## src/rtl/flit_link_tx.sv

```systemverilog
// Credit-based flit transmitter: 2-entry skid FIFO feeding a registered link port.
// Define FLIT_LINK_TX_CREDIT_CHECK_EN to add the sticky credit_err overflow flag.
module flit_link_tx #(
    parameter int FLIT_WIDTH   = 64,
    parameter int DEST_WIDTH   = 4,
    parameter int CREDIT_COUNT = 8,
    parameter int CNT_WIDTH    = $clog2(CREDIT_COUNT + 1)
) (
    input  logic                  clk,
    input  logic                  rst,
    input  logic                  in_valid,
    output logic                  in_ready,
    input  logic [FLIT_WIDTH-1:0] in_data,
    input  logic [DEST_WIDTH-1:0] in_dest,
    input  logic                  in_is_tail,
    output logic [FLIT_WIDTH-1:0] data_out,
    output logic [DEST_WIDTH-1:0] dest_out,
    output logic                  is_tail_out,
    output logic                  send_out,
    input  logic                  credit_in,
    output logic [CNT_WIDTH-1:0]  credits_avail,
    output logic                  pkt_active
`ifdef FLIT_LINK_TX_CREDIT_CHECK_EN
    ,
    output logic                  credit_err
`endif
);

    localparam logic [CNT_WIDTH-1:0] CNT_MAX = CNT_WIDTH'(CREDIT_COUNT);
    localparam logic [CNT_WIDTH-1:0] CNT_ONE = CNT_WIDTH'(1);

    logic [FLIT_WIDTH-1:0] mem_data [2];
    logic [DEST_WIDTH-1:0] mem_dest [2];
    logic [1:0]            mem_tail;
    logic                  wr_ptr;
    logic                  rd_ptr;
    logic [1:0]            occ;
    logic                  full;
    logic                  empty;
    logic                  push;
    logic                  pop;
    logic                  credit_max;

    // Source handshake: a flit transfers on a clock edge where in_valid && in_ready;
    // the source holds its flit stable until then, and in_ready never depends on in_valid.
    assign full       = (occ == 2'd2);
    assign empty      = (occ == 2'd0);
    assign in_ready   = !rst && !full;
    assign push       = in_valid && in_ready;
    assign pop        = !empty && (credits_avail != '0);
    assign credit_max = (credits_avail == CNT_MAX);

    // Storage needs no reset: occupancy alone decides what is valid.
    always_ff @(posedge clk) begin
        if (push) begin
            mem_data[wr_ptr] <= in_data;
            mem_dest[wr_ptr] <= in_dest;
            mem_tail[wr_ptr] <= in_is_tail;
        end
    end

    always_ff @(posedge clk or posedge rst) begin
        if (rst) begin
            wr_ptr <= 1'b0;
            rd_ptr <= 1'b0;
            occ    <= 2'd0;
        end else begin
            if (push) wr_ptr <= !wr_ptr;
            if (pop)  rd_ptr <= !rd_ptr;
            case ({push, pop})
                2'b10:   occ <= occ + 2'd1;
                2'b01:   occ <= occ - 2'd1;
                default: occ <= occ;
            endcase
        end
    end

    // A pop always has a credit to spend; a return at full count saturates.
    always_ff @(posedge clk or posedge rst) begin
        if (rst) begin
            credits_avail <= CNT_MAX;
        end else begin
            case ({pop, credit_in})
                2'b10:   credits_avail <= credits_avail - CNT_ONE;
                2'b01:   if (!credit_max) credits_avail <= credits_avail + CNT_ONE;
                default: credits_avail <= credits_avail;
            endcase
        end
    end

    always_ff @(posedge clk or posedge rst) begin
        if (rst) begin
            send_out    <= 1'b0;
            data_out    <= '0;
            dest_out    <= '0;
            is_tail_out <= 1'b0;
            pkt_active  <= 1'b0;
        end else begin
            send_out <= pop;
            if (pop) begin
                data_out    <= mem_data[rd_ptr];
                dest_out    <= mem_dest[rd_ptr];
                is_tail_out <= mem_tail[rd_ptr];
                pkt_active  <= !mem_tail[rd_ptr];
            end
        end
    end

`ifdef FLIT_LINK_TX_CREDIT_CHECK_EN
    always_ff @(posedge clk or posedge rst) begin
        if (rst) begin
            credit_err <= 1'b0;
        end else if (credit_in && credit_max && !pop) begin
            credit_err <= 1'b1;
        end
    end
`endif

endmodule

```

## config.mk

```make
export PLATFORM = sky130hd
export DESIGN_NAME = flit_link_tx
export DESIGN_NICKNAME = d
export VERILOG_FILES = /design/src/rtl/flit_link_tx.sv
export SDC_FILE = /design/constraint.sdc
export NUM_CORES = 1
export LEC_CHECK = 0
export ABC_AREA = 1
export CAP_MARGIN = 25
export CORE_AREA = 2 2 89 176
export CTS_BUF_LIST = sky130_fd_sc_hd__clkbuf_4 sky130_fd_sc_hd__clkbuf_8
export DETAILED_ROUTE_END_ITERATION = 10
export DIE_AREA = 0 0 91 178
export GPL_ROUTABILITY_DRIVEN = 0
export PLACE_DENSITY = 0.81
export SETUP_SLACK_MARGIN = 0.3
export SLEW_MARGIN = 20
export SYNTH_ARGS = -nofsm -noshare
export SYNTH_HDL_FRONTEND = slang
export SYNTH_SLANG_ARGS = --single-unit
export TNS_END_PERCENT = 5
```

## constraint.sdc

```tcl
create_clock -name clk -period 4.55 [get_ports clk]
set_input_delay 0.91 -clock clk [delete_from_list [all_inputs] [get_ports clk]]
set_output_delay 0.91 -clock clk [all_outputs]
set_load 0.1 [all_outputs]
```

==> results of run 1 <==
==> layout make-up <==
class	instances	area (µm²)	share of cell area (%)
Antenna cell	1	2.50	0.0245
Timing Repair Buffer	153	1540	15.1
Clock buffer	40	513	5.02
Multi-Input combinational cell	321	1500	14.7
Sequential cell	217	6120	60.0
Clock inverter	14	230	2.25
Tap cell	195	244	2.39
Inverter	13	56.3	0.551
==> per-stage QoR <==
stage	area (µm²)	hold slack [ns]	utilization (%)	std cells	setup WS [ns]
2_1_floorplan	7890	0.499	-	581	0.827
3_3_place_gp	9460	0.462	63.9	899	1.69
3_5_place_dp	9470	0.465	63.9	899	1.61
4_1_cts	10200	0.481	68.9	953	1.37
5_1_grt	10200	0.528	68.9	954	1.35
6_report	10200	0.475	68.9	954	1.39
==> synth_stat cells <==
master | number | share of area, %
buf_2 | 6 | 0.38
a31oi_1 | 68 | 5.4
buf_6 | 10 | 1.4
ha_1 | 3 | 0.48
inv_2 | 3 | 0.14
nand3_1 | 6 | 0.38
nand2_4 | 1 | 0.14
dfrtp_1 | 78 | 25
a21oi_1 | 3 | 0.19
xor2_1 | 4 | 0.44
nor2_2 | 1 | 0.080
buf_8 | 1 | 0.19
inv_1 | 10 | 0.48
o21ai_2 | 1 | 0.11
clkbuf_1 | 10 | 0.48
nand2_2 | 2 | 0.16
buf_4 | 3 | 0.29
fa_1 | 1 | 0.25
nor2_1 | 74 | 3.5
xnor2_1 | 1 | 0.11
nand2_1 | 151 | 7.2
nand4_1 | 1 | 0.080
dfstp_2 | 1 | 0.33
o21ai_0 | 3 | 0.19
edfxtp_1 | 138 | 53
a21o_1 | 1 | 0.095
==> state kept, by name, summed over array words and instances (netlist names) <==
name           flops
pkt_active         1
mem_data         128
mem_tail           2
data_out          64
dest_out           4
occ                2
mem_dest           8
rd_ptr             1
send_out           1
wr_ptr             1
is_tail_out        1
credits_avail      4
==> cells by family (layout without fill, tap and decap cells) <==
family / count (synthesis) / in the layout / synth area share, %
flops: 217 / 217 / 77.8
fa+ha+maj: 4 / 4 / 0.731
other cells: 0 / 1 / 0
simple gates: 236 / 236 / 11.6
compound gates: 76 / 76 / 5.99
buf+inv: 43 / 220 / 3.39
xor+xnor: 5 / 5 / 0.556
==> layer usage <==
layer	vias to the layer above	track usage, %
li1	2340	-
met1	2339	21.2
met2	155	37.6
met3	46	3.25
met4	0	10.7
met5	-	0
==> final timing paths <==
path	slack [ns]	endpoint
setup / recovery	1.39	credits_avail[3]
hold / removal	0.47	is_tail_out
setup reg to reg	2.12	data_out[60]
hold reg to reg	0.47	is_tail_out
max in group asynchronous	2.86	data_out[26]
min in group asynchronous	0.88	send_out
==> out/results.tsv, run 1 <==
stage	metric	value	unit
status	status	finished, final reports clean	
clocking	post_cts resized	0	
run	Max Cap Viol	0	
floorplanning	Die Span Y	178	µm
sta	Fin. Hold Viols	0	
detailed_routing	max layer used	met4	
sta	minimum clock period	3.16	ns
clocking	clk slew on worst S/H paths	0.07	ns
detailed_routing	via count	4880	
sta	Final Skew	0.00956	ns
detailed_routing	drc violations	0	
sta	Slew Limit Headroom	31.5	%
floorplanning	core area	14800	µm²
clocking	CTS Buf Count	29	
hold_path	start point of the worst hold path	is_tail_out	
detailed_routing	detailed-route wire length on metal 1	5710	µm
setup_path	Max FO, Critical Path	5	
hold_path	worst min-delay path category	flop to flop	
clocking	Max clock buf depth	3	
setup_path	crit path capture type	output port	
setup_path	Worst Path Arrival	2.25	ns
sta	# setup viols final	0	
setup_path	crit start category	flop	
detailed_routing	met3 wire length	775	µm
setup_path	worst-path cell chain	clkdlybuf4s50_1	
sta	RSZ-0062 raised after global routing	no	
synth	Synth warnings	0	
finish	FILL cells	1059	
setup_path	WS Path Type	flop to output port	
clocking	CTS sink count	217	
sta	Max Transition Viols Final	0	
finish	area growth from synthesis to layout	29.7	%
setup_path	number of cells on the critical path	1	
setup_path	critical path's largest stage delay	1.14	ns
clocking	Clock H-tree levels	1	
sta	Sum Neg Setup Slack	0	ns
detailed_routing	wire per inst	16.8	µm
place	Post-DP HPWL	10200	µm
grt	number of global-route vias before repair	5131	
floorplanning	# rows	63	
hold_path	hold depth	1	
detailed_routing	Via density	5.12	
sta	fmax	0.317	GHz
setup_path	worst flop-to-flop path startpoint	credits_avail[3]	
setup_path	CP max-delay cell	clkdlybuf4s50_1	
floorplanning	Die Area	16200	µm²
detailed_routing	final WL	16000	µm
grt	total track usage	20.1	%
sta	Worst-Margin Slew	1.02	ns
clocking	post-CTS setup repair buffer count	0	
floorplanning	I/O pins	149	
sta	Tcrit/Tclk final	69.3	%
detailed_routing	antenna viol nets, final	0	
grt	grt total ovfl	0	
synth	Mapped Cells	581	
finish	most common cell after layout, fill and taps aside	nand2_1	
floorplanning	Die Wd	91	µm
setup_path	Worst Path Buf+Inv	1	
synth	sequential area share after synthesis	77.8	%
grt	largest net degree at the start of global routing	79	
finish	layout cells sized above 1	9.76	%
synth	Netlist Area Pre-Place	7870	µm²
detailed_routing	Initial DRC Count	253	
grt	initial antenna violation count	1	
clocking	Hold Buf Count CTS	0	
place	port bufs	148	
setup_path	CP delay by family, top	buffers and inverters	
setup_path	worst path required time	3.64	ns
synth	syn nets	658	
clocking	Worst-Skew Late Latency	0.54	ns
setup_path	path depth of the worst reg2reg path	7	
setup_path	CP startpoint	credits_avail[3]	
synth	FF+latch count, synth	217	
detailed_routing	drt pass-1 iters	4	
clocking	Root Buffer	clkbuf_8	
synth	post-synth cell types	26	
floorplanning	Starting Density	53.1	%
grt	first-pass GRT wire length	25300	µm
finish	most frequent cells in the layout	nand2_1 (151), clkdlybuf4s50_1 (147), edfxtp_1 (138)	
detailed_routing	Met2 Wirelength	8800	µm
clocking	CTS tree	built	
finish	nets@finish	812	
synth	syn avg cell area	13.6	µm²
Power of run 1 is not shown: default switching activity piles up to over one toggle a cycle in this logic, so the estimate is an artifact.
==> inputs of run 2 (changes only) <==
==> constraint.sdc (replaced) <==
create_clock -name clk -period 3.2 [get_ports clk]
set_input_delay 0.64 -clock clk [delete_from_list [all_inputs] [get_ports clk]]
set_output_delay 0.64 -clock clk [all_outputs]
set_load 0.1 [all_outputs]
==> out/results.tsv, run 2 (synthesis results as in run 1) <==
stage	metric	value	unit	change
status	status	finished, final reports clean		unchanged
sta	Sum Neg Setup Slack	0	ns	unchanged
setup_path	crit path capture type	output port		unchanged
finish	area growth from synthesis to layout	26.0	%	was 29.7%
setup_path	R2R setup slack	1.21	ns	was 2.12 ns
clocking	CTS Buf Count	29		unchanged
floorplanning	# rows	63		unchanged
setup_path	WS Path Type	input port to output port		was flop to output port
hold_path	start point of the worst hold path	is_tail_out		unchanged
clocking	clk slew on worst S/H paths	0.06	ns	was 0.07 ns
grt	grt total ovfl	0		unchanged
setup_path	worst path required time	2.56	ns	was 3.64 ns
detailed_routing	drt pass-1 iters	5		was 4
sta	# setup viols final	0		unchanged
setup_path	crit start category	input port		was flop
clocking	Hold Buf Count CTS	0		unchanged
grt	largest net degree at the start of global routing	114		was 79
sta	fmax	0.439	GHz	
sta	Tcrit/Tclk final	71.2	%	
floorplanning	Die Span Y	178	µm	unchanged
sta	RSZ-0062 raised after global routing	no		unchanged
detailed_routing	wire per inst	16.8	µm	about the same
clocking	Clock H-tree levels	1		unchanged
sta	Final Skew	0.0305	ns	was 0.00956 ns
sta	Fin. Hold Viols	0		unchanged
finish	nets@finish	813		was 812
clocking	CTS tree	built		unchanged
detailed_routing	drc violations	0		unchanged
sta	minimum clock period	2.28	ns	
place	dpl ws	0.820	ns	was 1.61 ns
detailed_routing	via count	4980		was 4,880
clocking	post-CTS setup repair buffer count	0		unchanged
floorplanning	Die Wd	91	µm	unchanged
place	Post-DP HPWL	10500	µm	was 10,200 µm
sta	min setup slack post-route	0.923	ns	was 1.39 ns
finish	Top reg by flops	mem_data		unchanged
grt	first-pass GRT wire length	24900	µm	was 25,300 µm
hold_path	worst min-delay path category	flop to flop		unchanged
floorplanning	Starting Density	53.1	%	unchanged
floorplanning	I/O pins	149		unchanged
detailed_routing	antenna viol nets, final	0		unchanged
clocking	Worst-Skew Late Latency	0.55	ns	was 0.54 ns
setup_path	worst flop-to-flop path startpoint	credits_avail[0]		was credits_avail[3]
finish	biggest regs	mem_data: 128 flops, data_out: 64 flops, mem_dest: 8 flops		unchanged
clocking	Root Buffer	clkbuf_8		unchanged
clocking	Max clock buf depth	3		unchanged
grt	total track usage	19.8	%	was 20.1%
clocking	post_cts resized	0		unchanged
run	Max Cap Viol	0		unchanged
sta	Max Transition Viols Final	0		unchanged
detailed_routing	Initial DRC Count	288		was 253
setup_path	CP startpoint	rst		was credits_avail[3]
detailed_routing	final WL	16000	µm	unchanged
setup_path	Worst Path Arrival	1.64	ns	was 2.25 ns
sta	Worst-Margin Slew	0.923	ns	was 1.02 ns
finish	most frequent cells in the layout	nand2_1 (150), edfxtp_1 (138), buf_4 (78)		was nand2_1 (151), clkdlybuf4s50_1 (147), edfxtp_1 (138)
finish	most common cell after layout, fill and taps aside	nand2_1		unchanged
sta	Slew Limit Headroom	38.5	%	was 31.5%
setup_path	Max FO, Critical Path	2		was 5
floorplanning	core area	14800	µm²	unchanged
finish	final core utilization	66.9	%	was 68.9%
grt	number of global-route vias before repair	5076		was 5,131
place	port bufs	148		unchanged
floorplanning	Die Area	16200	µm²	unchanged
detailed_routing	Via density	5.21		was 5.12
grt	initial antenna violation count	0		was 1
finish	layout cells sized above 1	18.4	%	was 9.76%
finish	max reg flops	128		unchanged
clocking	CTS sink count	217		unchanged
-- run 2: cell types whose count changed in the layout (fill, tap and decap cells not counted), moves of 2 or more --
cell and delta:
clkinvlp_4 -3, bufinv_16 -4, clkbuf_8 -4, buf_12 +2, clkdlybuf4s50_1 -75, buf_4 +74, clkinv_1 +11
-- run 2: final cells by class --
| type | count | area, µm² |
|---|---|---|
| Sequential cell | 217 | 6120 |
| Clock buffer | 35 | 450 |
| Timing Repair Buffer | 154 | 1390 |
| Tap cell | 195 | 244 |
| Multi-Input combinational cell | 321 | 1520 |
| Clock inverter | 19 | 138 |
| Fill cell | 1091 | 4900 |
| Antenna cell | 1 | 2.50 |
| Inverter | 13 | 55.1 |
-- run 2: layer usage --
layer	GRT usage, %	routed length (µm)	vias up
met3	2.62	737	40
li1	-	-	2339
met5	0	0	-
met2	38.1	9070	166
met4	10.4	641	0
met1	20.7	5580	2435
-- run 2: worst max-delay path, stage by stage --
cell and delay [ns]:
clkdlybuf4s50_1 0.50, a21oi_4 0.18, buf_4 0.31
-- run 2: worst paths after layout --
| check | cells after the start | endpoint |
|---|---|---|
| setup / recovery | 3 | in_ready |
| hold / removal | 1 | is_tail_out |
| setup reg to reg | 12 | credits_avail[3] |
| hold reg to reg | 1 | is_tail_out |
| max in group asynchronous | 3 | data_out[16] |
| min in group asynchronous | 2 | occ[0] |
-- run 2: per-stage QoR --
| stage | cells | instance area (µm²) | hold slack [ns] |
|---|---|---|---|
| 2_1_floorplan | 581 | 7910 | 0.499 |
| 5_1_grt | 954 | 9910 | 0.516 |
| 6_report | 955 | 9920 | 0.495 |
| 3_5_place_dp | 900 | 9320 | 0.479 |
| 4_1_cts | 954 | 9910 | 0.493 |
| 3_3_place_gp | 900 | 9320 | 0.461 |
Power of run 2 is left out for the same reason.
==> inputs of run 3 (changes only) <==
--- a/config.mk
+++ b/config.mk
@@ -7,12 +7,12 @@
 export LEC_CHECK = 0
 export ABC_AREA = 1
 export CAP_MARGIN = 25
-export CORE_AREA = 2 2 89 176
+export CORE_AREA = 2 2 94 187
 export CTS_BUF_LIST = sky130_fd_sc_hd__clkbuf_4 sky130_fd_sc_hd__clkbuf_8
 export DETAILED_ROUTE_END_ITERATION = 10
-export DIE_AREA = 0 0 91 178
+export DIE_AREA = 0 0 96 189
 export GPL_ROUTABILITY_DRIVEN = 0
-export PLACE_DENSITY = 0.81
+export PLACE_DENSITY = 0.76
 export SETUP_SLACK_MARGIN = 0.3
 export SLEW_MARGIN = 20
 export SYNTH_ARGS = -nofsm -noshare
==> constraint.sdc (replaced) <==
create_clock -name clk -period 2.05 [get_ports clk]
set_input_delay 0.41 -clock clk [delete_from_list [all_inputs] [get_ports clk]]
set_output_delay 0.41 -clock clk [all_outputs]
set_load 0.1 [all_outputs]
==> out/results.tsv, run 3 (synthesis results as in run 1) <==
stage	metric	value	unit	change
status	status	finished, final reports clean		unchanged
clocking	CTS tree	built		unchanged
setup_path	crit path capture type	output port		unchanged
sta	minimum clock period	1.81	ns	
finish	layout cells sized above 1	22.1	%	was 18.4%
floorplanning	Die Wd	96	µm	was 91 µm
clocking	CTS Buf Count	30		was 29
setup_path	worst-path cell chain	a21oi_4 -> buf_6 -> buf_12		was clkdlybuf4s50_1 -> a21oi_4 -> buf_4
clocking	Worst-Skew Late Latency	0.54	ns	was 0.55 ns
floorplanning	core area	16700	µm²	was 14,800 µm²
finish	area growth from synthesis to layout	30.4	%	was 26.0%
detailed_routing	Met2 Wirelength	9320	µm	was 9070 µm
detailed_routing	met3 wire length	949	µm	was 737 µm
setup_path	CP max-delay cell	dfrtp_1		was clkdlybuf4s50_1
setup_path	crit start category	flop		was input port
sta	Fin. Hold Viols	0		unchanged
place	Post-DP HPWL	10900	µm	was 10,500 µm
sta	RSZ-0062 raised after global routing	yes		was no
floorplanning	I/O pins	149		unchanged
detailed_routing	detailed-route wire length on metal 1	5630	µm	was 5580 µm
grt	number of global-route vias before repair	5249		was 5,076
clocking	Max clock buf depth	3		unchanged
detailed_routing	antenna viol nets, final	0		unchanged
detailed_routing	Initial DRC Count	186		was 288
grt	largest net degree at the start of global routing	82		was 114
setup_path	Worst Path Arrival	1.40	ns	was 1.64 ns
place	port bufs	148		unchanged
clocking	Root Buffer	clkbuf_8		unchanged
finish	Inserted Diodes	0		was 1
setup_path	critical path's largest stage delay	0.41	ns	was 0.50 ns
sta	Slew Limit Headroom	67.8	%	was 38.5%
sta	# setup viols final	0		unchanged
sta	Tcrit/Tclk final	88.1	%	
finish	most frequent cells in the layout	nand2_1 (149), edfxtp_1 (138), buf_4 (85)		was nand2_1 (150), edfxtp_1 (138), buf_4 (78)
finish	biggest regs	mem_data: 128 flops, data_out: 64 flops, mem_dest: 8 flops		unchanged
sta	Sum Neg Setup Slack	0	ns	unchanged
setup_path	Worst Path Buf+Inv	2		unchanged
grt	grt total ovfl	0		unchanged
detailed_routing	max layer used	met4		unchanged
clocking	Clock H-tree levels	1		unchanged
detailed_routing	drt pass-1 iters	4		was 5
floorplanning	Starting Density	47.2	%	was 53.1%
setup_path	Max FO, Critical Path	2		unchanged
finish	max reg flops	128		unchanged
detailed_routing	final WL	16600	µm	was 16,000 µm
sta	fmax	0.553	GHz	
sta	Max Transition Viols Final	0		unchanged
sta	Final Skew	0.0109	ns	was 0.0305 ns
run	Max Cap Viol	0		unchanged
grt	first-pass GRT wire length	26100	µm	was 24,900 µm
floorplanning	# rows	67		was 63
floorplanning	Die Area	18100	µm²	was 16,200 µm²
finish	most common cell after layout, fill and taps aside	nand2_1		unchanged
grt	initial antenna violation count	0		unchanged
detailed_routing	drc violations	0		unchanged
clocking	clk slew on worst S/H paths	0.07	ns	was 0.06 ns
clocking	CTS sink count	217		unchanged
detailed_routing	Via density	5.18		was 5.21
grt	total track usage	18.8	%	was 19.8%
hold_path	worst min-delay path category	input port to async pin		was flop to flop
finish	nets@finish	830		was 813
detailed_routing	wire per inst	16.8	µm	about the same
sta	Worst-Margin Slew	0.483	ns	was 0.923 ns
setup_path	worst path required time	1.64	ns	was 2.56 ns
floorplanning	Die Span Y	189	µm	was 178 µm
detailed_routing	via count	5096		was 4,980
finish	Top reg by flops	mem_data		unchanged
setup_path	WS Path Type	flop to output port		was input port to output port
setup_path	CP delay by family, top	flip-flops		was buffers and inverters
clocking	Hold Buf Count CTS	0		unchanged
==> run 3: cell types whose count changed in the layout (fill, tap and decap cells not counted), moves of 2 or more <==
cell	before	now
clkinv_2	5	7
clkbuf_8	30	42
dfrtp_2	1	3
buf_6	0	2
buf_4	78	85
clkinv_1	11	3
buf_12	4	11
dfrtp_1	77	75
==> run 3: final cells by class <==
| class | count | area (µm²) |
|---|---|---|
| fillers | 1284 | 6410 |
| flip-flops and latches | 217 | 6130 |
| repair buffers | 170 | 1600 |
| multi-input cells | 321 | 1550 |
| clock buffers | 46 | 608 |
| well taps | 207 | 259 |
| clock inverters | 10 | 71.3 |
| inverters | 13 | 52.6 |
==> run 3: what timing repair did <==
| action | 4_1_cts | 5_1_grt |
|---|---|---|
| pin swaps | 1 | 2 |
| cloned | 0 | 0 |
| setup buffers | 2 | 6 |
| endpoints found under the setup margin | 9 | 35 |
| resized for setup | 5 | 5 |
==> run 3: worst paths after layout <==
| path | slack [ns] | to | from | depth (start not counted) |
|---|---|---|---|---|
| max reg2reg | 0.28 | credits_avail[3] | credits_avail[2] | 12 |
| min reg2reg | 0.50 | is_tail_out | is_tail_out | 1 |
| min in group clk | 0.46 | mem_data[1][11] | in_data[11] | 1 |
| max in group asynchronous | 1.41 | credits_avail[3] | rst | 3 |
| min | 0.33 | data_out[41] | rst | 3 |
| max | 0.24 | in_ready | occ[1] | 3 |
==> run 3: layer usage <==
metal / vias up / GRT usage (%)
li1: 2377 / -
met2: 159 / 34.6
met3: 44 / 4.06
met1: 2516 / 19.7
met5: - / 0
met4: 0 / 8.35
==> run 3: per-stage QoR <==
| stage | instance area (µm²) | setup WS, ns | util [%] | hold slack [ns] | instances |
|---|---|---|---|---|---|
| finish | 10300 | 0.243 | 61.6 | 0.331 | 984 |
| global route | 10300 | 0.128 | 61.6 | 0.341 | 984 |
| CTS | 10200 | 0.208 | 61.2 | 0.305 | 978 |
| detailed placement | 9490 | 0.0144 | 56.9 | 0.491 | 920 |
| global placement | 9490 | 0.0650 | 56.9 | 0.492 | 920 |
| floorplan | 7910 | -0.658 | - | 0.499 | 581 |
==> run 3: tightest hold or removal path, delay by kind of cell <==
family | cells | cell delay [ns]
buf+inv | 3 | 0.81
Power of run 3 is left out for the same reason.
